## config.mk

```make
export PLATFORM = sky130hd
export DESIGN_NAME = cp0_unit_flat
export DESIGN_NICKNAME = d
export VERILOG_FILES = /design/src/rtl/cp0_pkg.sv /design/src/rtl/cp0_unit_if.sv /design/src/rtl/cp0_timer.sv /design/src/rtl/cp0_unit.sv /design/src/flat_wrapper.sv
export SDC_FILE = /design/constraint.sdc
export NUM_CORES = 1
export LEC_CHECK = 0
export CORE_UTILIZATION = 46
export DETAILED_ROUTE_END_ITERATION = 10
export GPL_ROUTABILITY_DRIVEN = 0
export GPL_TIMING_DRIVEN = 1
export PLACE_DENSITY = 0.95
export SYNTH_ARGS = -nofsm -noshare
export SYNTH_HDL_FRONTEND = slang
export SYNTH_SLANG_ARGS = --single-unit
```

## constraint.sdc

```tcl
create_clock -name clk -period 5 [get_ports clk]
set_input_delay 0.75 -clock clk [delete_from_list [all_inputs] [get_ports clk]]
set_output_delay 0.75 -clock clk [all_outputs]
set_load 0.02 [all_outputs]
```

## src/rtl/cp0_pkg.sv

```systemverilog
// Shared definitions for the MIPS coprocessor 0 block: register numbers,
// field bit positions, exception codes and the SR/Cause register layouts.
// Optional feature macro used elsewhere: CP0_TIMER_EN (Count/Compare timer).
package cp0_pkg;

   localparam int unsigned DATA_W  = 32;
   localparam int unsigned ADDR_W  = 5;
   localparam int unsigned HWINT_W = 6;
   localparam int unsigned EXC_W   = 5;

   // CP0 register numbers (rd field of mfc0/mtc0)
   localparam logic [ADDR_W-1:0] CP0_COUNT   = 5'd9;
   localparam logic [ADDR_W-1:0] CP0_COMPARE = 5'd11;
   localparam logic [ADDR_W-1:0] CP0_SR      = 5'd12;
   localparam logic [ADDR_W-1:0] CP0_CAUSE   = 5'd13;
   localparam logic [ADDR_W-1:0] CP0_EPC     = 5'd14;
   localparam logic [ADDR_W-1:0] CP0_PRID    = 5'd15;

   // Field bit positions
   localparam int unsigned SR_IE_BIT    = 0;
   localparam int unsigned SR_EXL_BIT   = 1;
   localparam int unsigned SR_IM_LO     = 10;
   localparam int unsigned SR_IM_HI     = 15;
   localparam int unsigned CAUSE_EXC_LO = 2;
   localparam int unsigned CAUSE_EXC_HI = 6;
   localparam int unsigned CAUSE_IP_LO  = 10;
   localparam int unsigned CAUSE_IP_HI  = 15;
   localparam int unsigned CAUSE_BD_BIT = 31;

   // Exception codes
   localparam logic [EXC_W-1:0] EXC_INT  = 5'd0;
   localparam logic [EXC_W-1:0] EXC_ADEL = 5'd4;
   localparam logic [EXC_W-1:0] EXC_ADES = 5'd5;
   localparam logic [EXC_W-1:0] EXC_RI   = 5'd10;
   localparam logic [EXC_W-1:0] EXC_OV   = 5'd12;

   typedef struct packed {
      logic [HWINT_W-1:0] im;
      logic               exl;
      logic               ie;
   } sr_t;

   typedef struct packed {
      logic               bd;
      logic [HWINT_W-1:0] ip;
      logic [EXC_W-1:0]   exc_code;
   } cause_t;

   // Place SR fields into their architectural bit positions
   function automatic logic [DATA_W-1:0] sr_word(input sr_t s);
      logic [DATA_W-1:0] w;
      w                     = '0;
      w[SR_IM_HI:SR_IM_LO]  = s.im;
      w[SR_EXL_BIT]         = s.exl;
      w[SR_IE_BIT]          = s.ie;
      return w;
   endfunction

   // Extract the writable SR fields from an mtc0 data word
   function automatic sr_t sr_from_word(input logic [DATA_W-1:0] w);
      sr_t s;
      s.im  = w[SR_IM_HI:SR_IM_LO];
      s.exl = w[SR_EXL_BIT];
      s.ie  = w[SR_IE_BIT];
      return s;
   endfunction

   // Place Cause fields into their architectural bit positions
   function automatic logic [DATA_W-1:0] cause_word(input cause_t c);
      logic [DATA_W-1:0] w;
      w                             = '0;
      w[CAUSE_BD_BIT]               = c.bd;
      w[CAUSE_IP_HI:CAUSE_IP_LO]    = c.ip;
      w[CAUSE_EXC_HI:CAUSE_EXC_LO]  = c.exc_code;
      return w;
   endfunction

endpackage

```

## src/rtl/cp0_unit_if.sv

```systemverilog
// M-stage <-> CP0 bus. The master modport is the pipeline side (drives the
// M-stage PC, exception info, mtc0/mfc0 and interrupt lines); the slave
// modport is the coprocessor (returns read data, EPC, Req and handler PC).
interface cp0_unit_if;
   import cp0_pkg::*;

   logic [ADDR_W-1:0]  CP0Addr;
   logic [DATA_W-1:0]  CP0In;
   logic               CP0WE;
   logic [DATA_W-1:0]  VPC;
   logic               BDIn;
   logic [EXC_W-1:0]   ExcCodeIn;
   logic               EXLClr;
   logic [HWINT_W-1:0] HWInt;
   logic [DATA_W-1:0]  CP0Out;
   logic [DATA_W-1:0]  EPCOut;
   logic               Req;
   logic [DATA_W-1:0]  HandlerPC;

   modport master (
      output CP0Addr, CP0In, CP0WE, VPC, BDIn, ExcCodeIn, EXLClr, HWInt,
      input  CP0Out, EPCOut, Req, HandlerPC
   );

   modport slave (
      input  CP0Addr, CP0In, CP0WE, VPC, BDIn, ExcCodeIn, EXLClr, HWInt,
      output CP0Out, EPCOut, Req, HandlerPC
   );
endinterface

```

## src/rtl/cp0_timer.sv

```systemverilog
// Count/Compare timer, only built when CP0_TIMER_EN is defined.
// Ports: clk, reset (sync, active-high), wr_en/wr_addr/wr_data (mtc0 already
// qualified by the parent), count, compare, pending (sticky Count==Compare).
`ifdef CP0_TIMER_EN
module cp0_timer
   import cp0_pkg::*;
(
   input  logic              clk,
   input  logic              reset,
   input  logic              wr_en,
   input  logic [ADDR_W-1:0] wr_addr,
   input  logic [DATA_W-1:0] wr_data,
   output logic [DATA_W-1:0] count,
   output logic [DATA_W-1:0] compare,
   output logic              pending
);

   logic wr_count;
   logic wr_compare;

   assign wr_count   = wr_en && (wr_addr == CP0_COUNT);
   assign wr_compare = wr_en && (wr_addr == CP0_COMPARE);

   // Free-running count; a Compare write re-arms the sticky match flag
   always_ff @(posedge clk) begin
      if (reset) begin
         count   <= '0;
         compare <= '0;
         pending <= 1'b0;
      end else begin
         count <= wr_count ? wr_data : count + DATA_W'(1);
         if (wr_compare) begin
            compare <= wr_data;
            pending <= 1'b0;
         end else if (count == compare) begin
            pending <= 1'b1;
         end
      end
   end

endmodule
`endif

```

## src/rtl/cp0_unit.sv

```systemverilog
// MIPS coprocessor 0 in the M stage: SR, Cause, EPC, PRId, mfc0/mtc0/eret
// and the exception/interrupt request that flushes the pipe.
// Ports: clk, reset (sync, active-high), bus (cp0_unit_if.slave):
//   in  CP0Addr, CP0In, CP0WE, VPC, BDIn, ExcCodeIn, EXLClr, HWInt
//   out CP0Out (mfc0 data), EPCOut (eret target), Req, HandlerPC
// Optional macro CP0_TIMER_EN adds Count(9)/Compare(11) and a timer
// interrupt on the IP[15] slot.
module cp0_unit
   import cp0_pkg::*;
#(
   parameter logic [31:0] PRID       = 32'h4C48_4431,
   parameter logic [31:0] HANDLER_PC = 32'h0000_4180
) (
   input logic       clk,
   input logic       reset,
   cp0_unit_if.slave bus
);

   sr_t               sr_q;
   cause_t            cause_q;
   logic [DATA_W-1:0] epc_q;

   logic               timer_pending;
   logic [DATA_W-1:0]  count_val;
   logic [DATA_W-1:0]  compare_val;
   logic [HWINT_W-1:0] ip_eff;
   logic               int_req;
   logic               exc_req;
   logic               req_raw;
   logic [DATA_W-1:0]  vpc_al;
   logic [DATA_W-1:0]  epc_next;
   logic [DATA_W-1:0]  rd_data;
   cause_t             cause_rd;
   logic               unused_vpc;

`ifdef CP0_TIMER_EN
   // mtc0 is dropped on a Req cycle, the timer sees the same qualification
   cp0_timer u_timer (
      .clk     (clk),
      .reset   (reset),
      .wr_en   (bus.CP0WE & ~req_raw),
      .wr_addr (bus.CP0Addr),
      .wr_data (bus.CP0In),
      .count   (count_val),
      .compare (compare_val),
      .pending (timer_pending)
   );
`else
   assign timer_pending = 1'b0;
   assign count_val     = '0;
   assign compare_val   = '0;
`endif

   // Timer pending shares the HWInt[5] slot without an extra sampling stage
   assign ip_eff = {cause_q.ip[HWINT_W-1] | timer_pending, cause_q.ip[HWINT_W-2:0]};

   assign int_req = (|(ip_eff & sr_q.im)) & sr_q.ie & ~sr_q.exl;
   assign exc_req = (bus.ExcCodeIn != '0) & ~sr_q.exl;
   assign req_raw = int_req | exc_req;

   // Delay-slot instructions restart at the branch
   assign vpc_al     = {bus.VPC[DATA_W-1:2], 2'b00};
   assign epc_next   = bus.BDIn ? (vpc_al - DATA_W'(4)) : vpc_al;
   assign unused_vpc = ^bus.VPC[1:0];

   // mfc0 read mux
   always_comb begin
      rd_data     = '0;
      cause_rd    = cause_q;
      cause_rd.ip = ip_eff;
      case (bus.CP0Addr)
         CP0_SR:      rd_data = sr_word(sr_q);
         CP0_CAUSE:   rd_data = cause_word(cause_rd);
         CP0_EPC:     rd_data = epc_q;
         CP0_PRID:    rd_data = PRID;
         CP0_COUNT:   rd_data = count_val;
         CP0_COMPARE: rd_data = compare_val;
         default:     rd_data = '0;
      endcase
   end

   assign bus.Req       = ~reset & req_raw;
   assign bus.CP0Out    = reset ? '0 : rd_data;
   assign bus.EPCOut    = reset ? '0 : epc_q;
   assign bus.HandlerPC = HANDLER_PC;

   // Architectural state: exception entry beats mtc0 and eret
   always_ff @(posedge clk) begin
      if (reset) begin
         sr_q    <= '0;
         cause_q <= '0;
         epc_q   <= '0;
      end else begin
         cause_q.ip <= bus.HWInt;
         if (req_raw) begin
            sr_q.exl         <= 1'b1;
            cause_q.bd       <= bus.BDIn;
            cause_q.exc_code <= int_req ? EXC_INT : bus.ExcCodeIn;
            epc_q            <= epc_next;
         end else begin
            if (bus.EXLClr) begin
               sr_q.exl <= 1'b0;
            end
            if (bus.CP0WE) begin
               case (bus.CP0Addr)
                  CP0_SR:  sr_q  <= sr_from_word(bus.CP0In);
                  CP0_EPC: epc_q <= {bus.CP0In[DATA_W-1:2], 2'b00};
                  default: ;
               endcase
            end
         end
      end
   end

endmodule

```

## src/flat_wrapper.sv

```systemverilog
// flat-port wrapper written by rule: the top's interface ports become plain ports
module cp0_unit_flat import cp0_pkg::*;
#(
   parameter logic [31:0] PRID       = 32'h4C48_4431,
   parameter logic [31:0] HANDLER_PC = 32'h0000_4180
)
  (clk, reset, bus_CP0Addr, bus_CP0In, bus_CP0WE, bus_VPC, bus_BDIn, bus_ExcCodeIn, bus_EXLClr, bus_HWInt, bus_CP0Out, bus_EPCOut, bus_Req, bus_HandlerPC);
  cp0_unit_if bus_i ();
  input logic clk;
  input logic reset;
  input wire logic [$bits(bus_i.CP0Addr)-1:0] bus_CP0Addr;
  input wire logic [$bits(bus_i.CP0In)-1:0] bus_CP0In;
  input wire logic [$bits(bus_i.CP0WE)-1:0] bus_CP0WE;
  input wire logic [$bits(bus_i.VPC)-1:0] bus_VPC;
  input wire logic [$bits(bus_i.BDIn)-1:0] bus_BDIn;
  input wire logic [$bits(bus_i.ExcCodeIn)-1:0] bus_ExcCodeIn;
  input wire logic [$bits(bus_i.EXLClr)-1:0] bus_EXLClr;
  input wire logic [$bits(bus_i.HWInt)-1:0] bus_HWInt;
  output wire logic [$bits(bus_i.CP0Out)-1:0] bus_CP0Out;
  output wire logic [$bits(bus_i.EPCOut)-1:0] bus_EPCOut;
  output wire logic [$bits(bus_i.Req)-1:0] bus_Req;
  output wire logic [$bits(bus_i.HandlerPC)-1:0] bus_HandlerPC;
  assign bus_i.CP0Addr = bus_CP0Addr;
  assign bus_i.CP0In = bus_CP0In;
  assign bus_i.CP0WE = bus_CP0WE;
  assign bus_i.VPC = bus_VPC;
  assign bus_i.BDIn = bus_BDIn;
  assign bus_i.ExcCodeIn = bus_ExcCodeIn;
  assign bus_i.EXLClr = bus_EXLClr;
  assign bus_i.HWInt = bus_HWInt;
  assign bus_CP0Out = bus_i.CP0Out;
  assign bus_EPCOut = bus_i.EPCOut;
  assign bus_Req = bus_i.Req;
  assign bus_HandlerPC = bus_i.HandlerPC;
  cp0_unit #(.PRID(PRID), .HANDLER_PC(HANDLER_PC)) u_core (.clk(clk), .reset(reset), .bus(bus_i));
endmodule
```

==> results of run 1 <==
==> critical path: stages <==
cell	delay [ns]
clkdlybuf4s50_1	0.97
nor2b_1	0.55
a21oi_1	0.17
nor2_1	0.13
clkdlybuf4s50_1	0.62
==> kinds of logic after synthesis <==
logic type / after synthesis / synth area share, %
mux: 13 / 3.31
other cells: 2 / 0.187
compound gates: 104 / 19.0
simple gates: 240 / 37.5
fa+ha+maj: 1 / 0.312
flops: 50 / 25.0
buf+inv: 85 / 11.5
xor+xnor: 15 / 3.28
==> layout make-up <==
type,instances,area [sq um]
fill,712,2890
tap,105,131
timing repair buffer,152,1500
clock buffer,6,72.6
multi-input combinational,407,2690
sequential,50,1000
inverter,4,15.0
clock inverter,2,37.5
==> power breakdown <==
part / switching, uW / internal, uW / leakage (uW) / total [uW]
logic: 169 / 156 / 0.00156 / 325
registers: 25.5 / 428 / 0.000414 / 454
clock network: 137 / 150 / 0.0000514 / 287
total: 331 / 734 / 0.00203 / 1070
==> registers in the layout, indices dropped and copies added (netlist names) <==
name	flops
u_core.cause_q	6
u_core.ip_eff	6
u_core.epc_q	30
u_core.sr_q	8
==> metal layers <==
metal  track usage, %  up-vias  wire length (um)
met5                0        -                 0
met4             7.71        0               228
met3             3.27       20               937
met2             44.8      230              5990
met1             35.9     1984              5050
li1                 -     2041                 -
==> worst max path at each step <==
stage | startpoint | to | slack (ns)
after floorplan | bus_CP0Addr[0] | bus_CP0Out[2] | 2.21
after global placement | bus_CP0Addr[1] | bus_CP0Out[6] | 1.15
after detailed placement | bus_CP0Addr[0] | bus_CP0Out[15] | 1.06
after CTS | bus_CP0Addr[0] | bus_CP0Out[15] | 1.05
after global routing | bus_CP0Addr[0] | bus_CP0Out[31] | 0.93
final | bus_CP0Addr[0] | bus_CP0Out[15] | 1.05
==> layout by cell type, fill, tap and decap left out, types with 3 or more instances in the layout <==
master             n
nand4b_1           3
nand2_1           14
conb_1            34
clkdlybuf4s50_1  144
and3_1            44
nor3_1             6
xor2_1            11
a22oi_1            4
clkbuf_8           5
a21oi_1           12
o21ai_0            5
nand3_1            9
o31ai_1           11
nand3b_1           3
mux2i_1           11
or3_1              3
nor2_1            35
nand4_1            5
dfxtp_1           50
nor4_1            33
a311oi_1          14
xnor2_1            4
a22o_1             3
nor2b_1           37
inv_1              4
or4_1             10
buf_4              7
a211oi_1          16
or3b_2             5
nand2b_1          15
a21boi_0          30
==> through the flow <==
| stage | power, uW | worst slack, ns | hold slack (ns) |
|---|---|---|---|
| final | 1070 | 1.05 | 0.502 |
| after global routing | 1110 | 0.931 | 0.531 |
| after CTS | 1070 | 1.05 | 0.506 |
| after detailed placement | 783 | 1.06 | 0.491 |
| after global placement | 774 | 1.15 | 0.475 |
| after floorplan | 653 | 2.21 | 0.459 |
==> results.json, run 1 <==
{
  "crit_path_max_fanout": 18,
  "final_area_sq_um": 5450,
  "clk_pin_slew_ns": 0.09,
  "syn_area_sq_um": 4010,
  "synth_area_leaders": "dfxtp_1 (25%), and3_1 (6.9%), buf_4 (6.7%)",
  "fin_crit_sh_pct": 79.1,
  "r2r_slack_ns": 2.77,
  "synth_edf_count": 0,
  "drc": 0,
  "yosysWarnings": 0,
  "numCtsBuffers": 5,
  "routed_via_density": 5.89,
  "yosysUniqueCellTypes": 52,
  "synth_top_area_share_pct": 25.0,
  "r2r_end": "u_core.epc_q[23]$_SDFFE_PP0P_",
  "n_antenna_cell": 0,
  "synth_common_cells": "dfxtp_1 (50), and3_1 (44), clkbuf_1 (43)",
  "rsz0062_at_grt": "false",
  "die_area_sq_um": 9100,
  "wl_per_cell_um": 16.8,
  "period_needed_ns": 3.95,
  "post-cts-setup-buffers": 0,
  "clock_latency_ns": 0.30,
  "yosysMostFrequentCell": "dfxtp_1",
  "hold_buffers": 0,
  "stdcell_count": 726,
  "placedCellCount": 718,
  "firstDrtPassIters": 4,
  "final_layout_size_suffix_gt1_share_pct": 5.80,
  "hold_path_class": "flop to flop",
  "die_y_um": 95.4,
  "cts-root-buf": "clkbuf_8",
  "reg2regPathDepth": 5,
  "row_count": 33,
  "nNetsFinal": 706,
  "initial_core_util_pct": 48.1,
  "routed_wl_mm": 12.2,
  "grt_pass1_wl_mm": 19.4,
  "hold_depth": 2,
  "syn_inst": 510,
  "critPathLaunchType": "input pin",
  "portBuffers": 145,
  "worstReg2RegStart": "u_core.ip_eff[4]$_SDFF_PP0_",
  "cts.sinks": 50,
  "synthFlopType": "dfxtp_1",
  "setup_tns_ns": 0,
  "yosys.area.top_type": "dfxtp_1",
  "dp_hpwl_mm": 8.97,
  "path_class": "input pin to primary output",
  "worst_slew_pin_slew_ns": 0.924,
  "overflow": 0,
  "max_cap_viol_count": 0,
  "yosysSeqAreaShare_pct": 25.0,
  "clockBufferDepth": 2,
  "chipWidth_um": 95.4,
  "worstHoldEndpoint": "u_core.sr_q[5]$_SDFFE_PP0P_",
  "worst_ir_drop_vdd_mv": 0.134,
  "core_sq_um": 8340,
  "required_ns": 4.25,
  "hp-start": "u_core.sr_q[5]$_SDFFE_PP0P_",
  "post_cts_resized": 0,
  "synth-async-reset-ratio_pct": 0,
  "outcome": "finished, final reports clean",
  "htree_num_levels": 2,
  "ioPinCount": 182,
  "skew_ns": 0.0132,
  "first_global_vias": 3921,
  "ant_nets": 0,
  "worstPathArrival_ns": 3.20,
  "maxSlewViolCount": 0,
  "endpoint_kind": "primary output",
  "post_dp_cell_area_sq_um": 5340,
  "powerDensity_nw_per_um2": 196,
  "grt_usage_pct": 26.7,
  "setup_viol": 0,
  "drtIter0Drc": 381,
  "hold_viol": 0,
  "fmax_mhz": 253,
  "vias": 4275,
  "grt_start_max_net_pins": 63,
  "syn2layout_area_growth_pct": 35.9,
  "fin_util_pct": 65.3,
  "timing.slew.headroom_pct": 37.8,
  "syn_area_per_cell_sq_um": 7.86,
  "grt_antenna_before_repair": 0,
  "leakage_uw": 0.00203,
  "cts_tree": "built",
  "synth-seq-cells": 50
}
Note: power is estimated with default switching activity, not from simulation.
==> inputs of run 2 (changes only) <==
CORE_UTILIZATION = 43   (was 46)
PLACE_DENSITY = 0.94   (was 0.95)
clock period = 3.8 ns   (was 5 ns; I/O delays follow)
==> results.json, run 2 (synthesis gave the netlist of run 1 again) <==
{
  "outcome": "finished, final reports clean",
  "max_cap_viol_count": 0,
  "routed_via_density": 5.85,
  "ant_nets": 0,
  "switchingPower_uw": 448,
  "final_common_cell": "clkdlybuf4s50_1",
  "fmax_mhz": 288,
  "skew_ns": 0.0164,
  "worstPathArrival_ns": 2.90,
  "endpoint_kind": "primary output",
  "path_class": "input pin to primary output",
  "clock_latency_ns": 0.31,
  "post_cts_resized": 0,
  "required_ns": 3.23,
  "whs_ns": 0.499,
  "htree_num_levels": 2,
  "grt_pass1_wl_mm": 19.5,
  "worst_ir_drop_vdd_mv": 0.173,
  "worst_slew_pin_slew_ns": 1.07,
  "drc": 0,
  "regMostFlops": "u_core.epc_q",
  "final_cell_mix": "clkdlybuf4s50_1 (144), dfxtp_1 (50), and3_1 (44)",
  "p_seq_share_pct": 42.2,
  "fin_crit_sh_pct": 91.3,
  "powerDensity_nw_per_um2": 258,
  "dp_hpwl_mm": 9.40,
  "hold_viol": 0,
  "nNetsFinal": 709,
  "clockBufferDepth": 2,
  "nFillCells": 756,
  "overflow": 0,
  "leakage_uw": 0.00205,
  "setup_viol": 0,
  "drtIter0Drc": 207,
  "timing.slew.headroom_pct": 28.4,
  "cts_tree": "built",
  "cts.sinks": 50,
  "top_regs": "u_core.epc_q: 30 flops, u_core.sr_q: 8 flops",
  "p_sw_share_pct": 31.6,
  "hold_buffers": 0,
  "intPower_uw": 970,
  "rsz0062_at_grt": "false",
  "first_global_vias": 3886,
  "wl_per_cell_um": 17.1,
  "core_sq_um": 8890,
  "firstDrtPassIters": 5,
  "fin_util_pct": 61.7,
  "period_needed_ns": 3.47,
  "slowest_stage": "a21oi_4",
  "largest_reg_flops": 30,
  "clk_pin_slew_ns": 0.10,
  "critPathLaunchType": "input pin",
  "chipWidth_um": 98.6,
  "p_comb_share_pct": 30.5,
  "die_area_sq_um": 9720,
  "portBuffers": 145,
  "cp_cell_sequence": "clkdlybuf4s50_1 > nor3_1 > a21oi_4 > nor2_1 > nor2_1 > clkdlybuf4s50_1",
  "maxSlewViolCount": 0,
  "numCtsBuffers": 5,
  "max_stage_delay_ns": 0.83,
  "setup_tns_ns": 0,
  "hold_path_class": "flop to flop",
  "n_antenna_cell": 0,
  "routed_wl_mm": 12.5,
  "grt_antenna_before_repair": 0,
  "grt_usage_pct": 24.8,
  "crit_path_max_fanout": 40,
  "final_layout_size_suffix_gt1_share_pct": 6.41,
  "post-cts-setup-buffers": 0,
  "row_count": 34,
  "power_frac_clock_pct": 27.3,
  "initial_core_util_pct": 45.1,
  "vias": 4284,
  "syn2layout_area_growth_pct": 36.9,
  "die_y_um": 98.6,
  "grt_start_max_net_pins": 62,
  "cts-root-buf": "clkbuf_8",
  "ioPinCount": 182
}
-- run 2: cell types whose count changed in the layout (fill, tap and decap cells not counted), sizes merged --
cell	change
clkinvlp	-1
clkbuf	-1
clkinv	+1
buf	+3
inv	+1
-- run 2: power groups by stage --
stage               Sequential, uW  Combinational, uW  Clock (uW)
CTS                            597                430         393
global placement               607                417           0
detailed placement             609                429           0
floorplan                      591                268           0
global route                   602                465         413
finish                         598                433         386
-- run 2: layer usage --
layer / GRT usage (%) / vias up / wire length (um) / share of wire, %
met4: 8.04 / 0 / 295 / 2.4
li1: - / 2045 / - / -
met1: 31.5 / 1996 / 5220 / 42
met3: 3.26 / 28 / 852 / 6.8
met5: 0 / - / 0 / 0
met2: 43.4 / 215 / 6160 / 49
-- run 2: through the flow --
stage / cells / cell area (sq um) / worst slack (ns) / total power [uW]
floorplan: 542 / 4130 / 1.37 / 859
global placement: 724 / 5380 / 0.361 / 1020
detailed placement: 724 / 5380 / 0.327 / 1040
CTS: 732 / 5490 / 0.325 / 1420
global route: 732 / 5490 / 0.174 / 1480
finish: 732 / 5490 / 0.329 / 1420
-- run 2: final timing paths --
path	from	end	slack [ns]	depth (start not counted)
max	bus_ExcCodeIn[2]	bus_Req	0.33	6
min	u_core.sr_q[5]$_SDFFE_PP0P_	u_core.sr_q[5]$_SDFFE_PP0P_	0.50	2
max reg2reg	u_core.ip_eff[1]$_SDFF_PP0_	u_core.epc_q[3]$_SDFFE_PP0P_	1.53	5
min reg2reg	u_core.sr_q[5]$_SDFFE_PP0P_	u_core.sr_q[5]$_SDFFE_PP0P_	0.50	2
-- run 2: final cells by class --
cell class,instances,area (sq um),share of cell area (%)
multi-input combinational,407,2690,49.0
timing repair buffer,155,1530,27.9
sequential,50,1000,18.2
tap,108,135,2.46
clock buffer,5,68.8,1.25
clock inverter,3,43.8,0.798
inverter,4,15.0,0.274
-- run 2: worst max-delay path: cells and delay by family --
family,cells,cell delay [ns]
simple gates,3,0.39
buf+inv,2,1.11
compound gates,1,0.83
==> inputs of run 3 (changes only) <==
SLEW_MARGIN = 5   (was default)
==> results of run 3 <==
No change in the layout: final DEF, timing and power equal those of run 2.
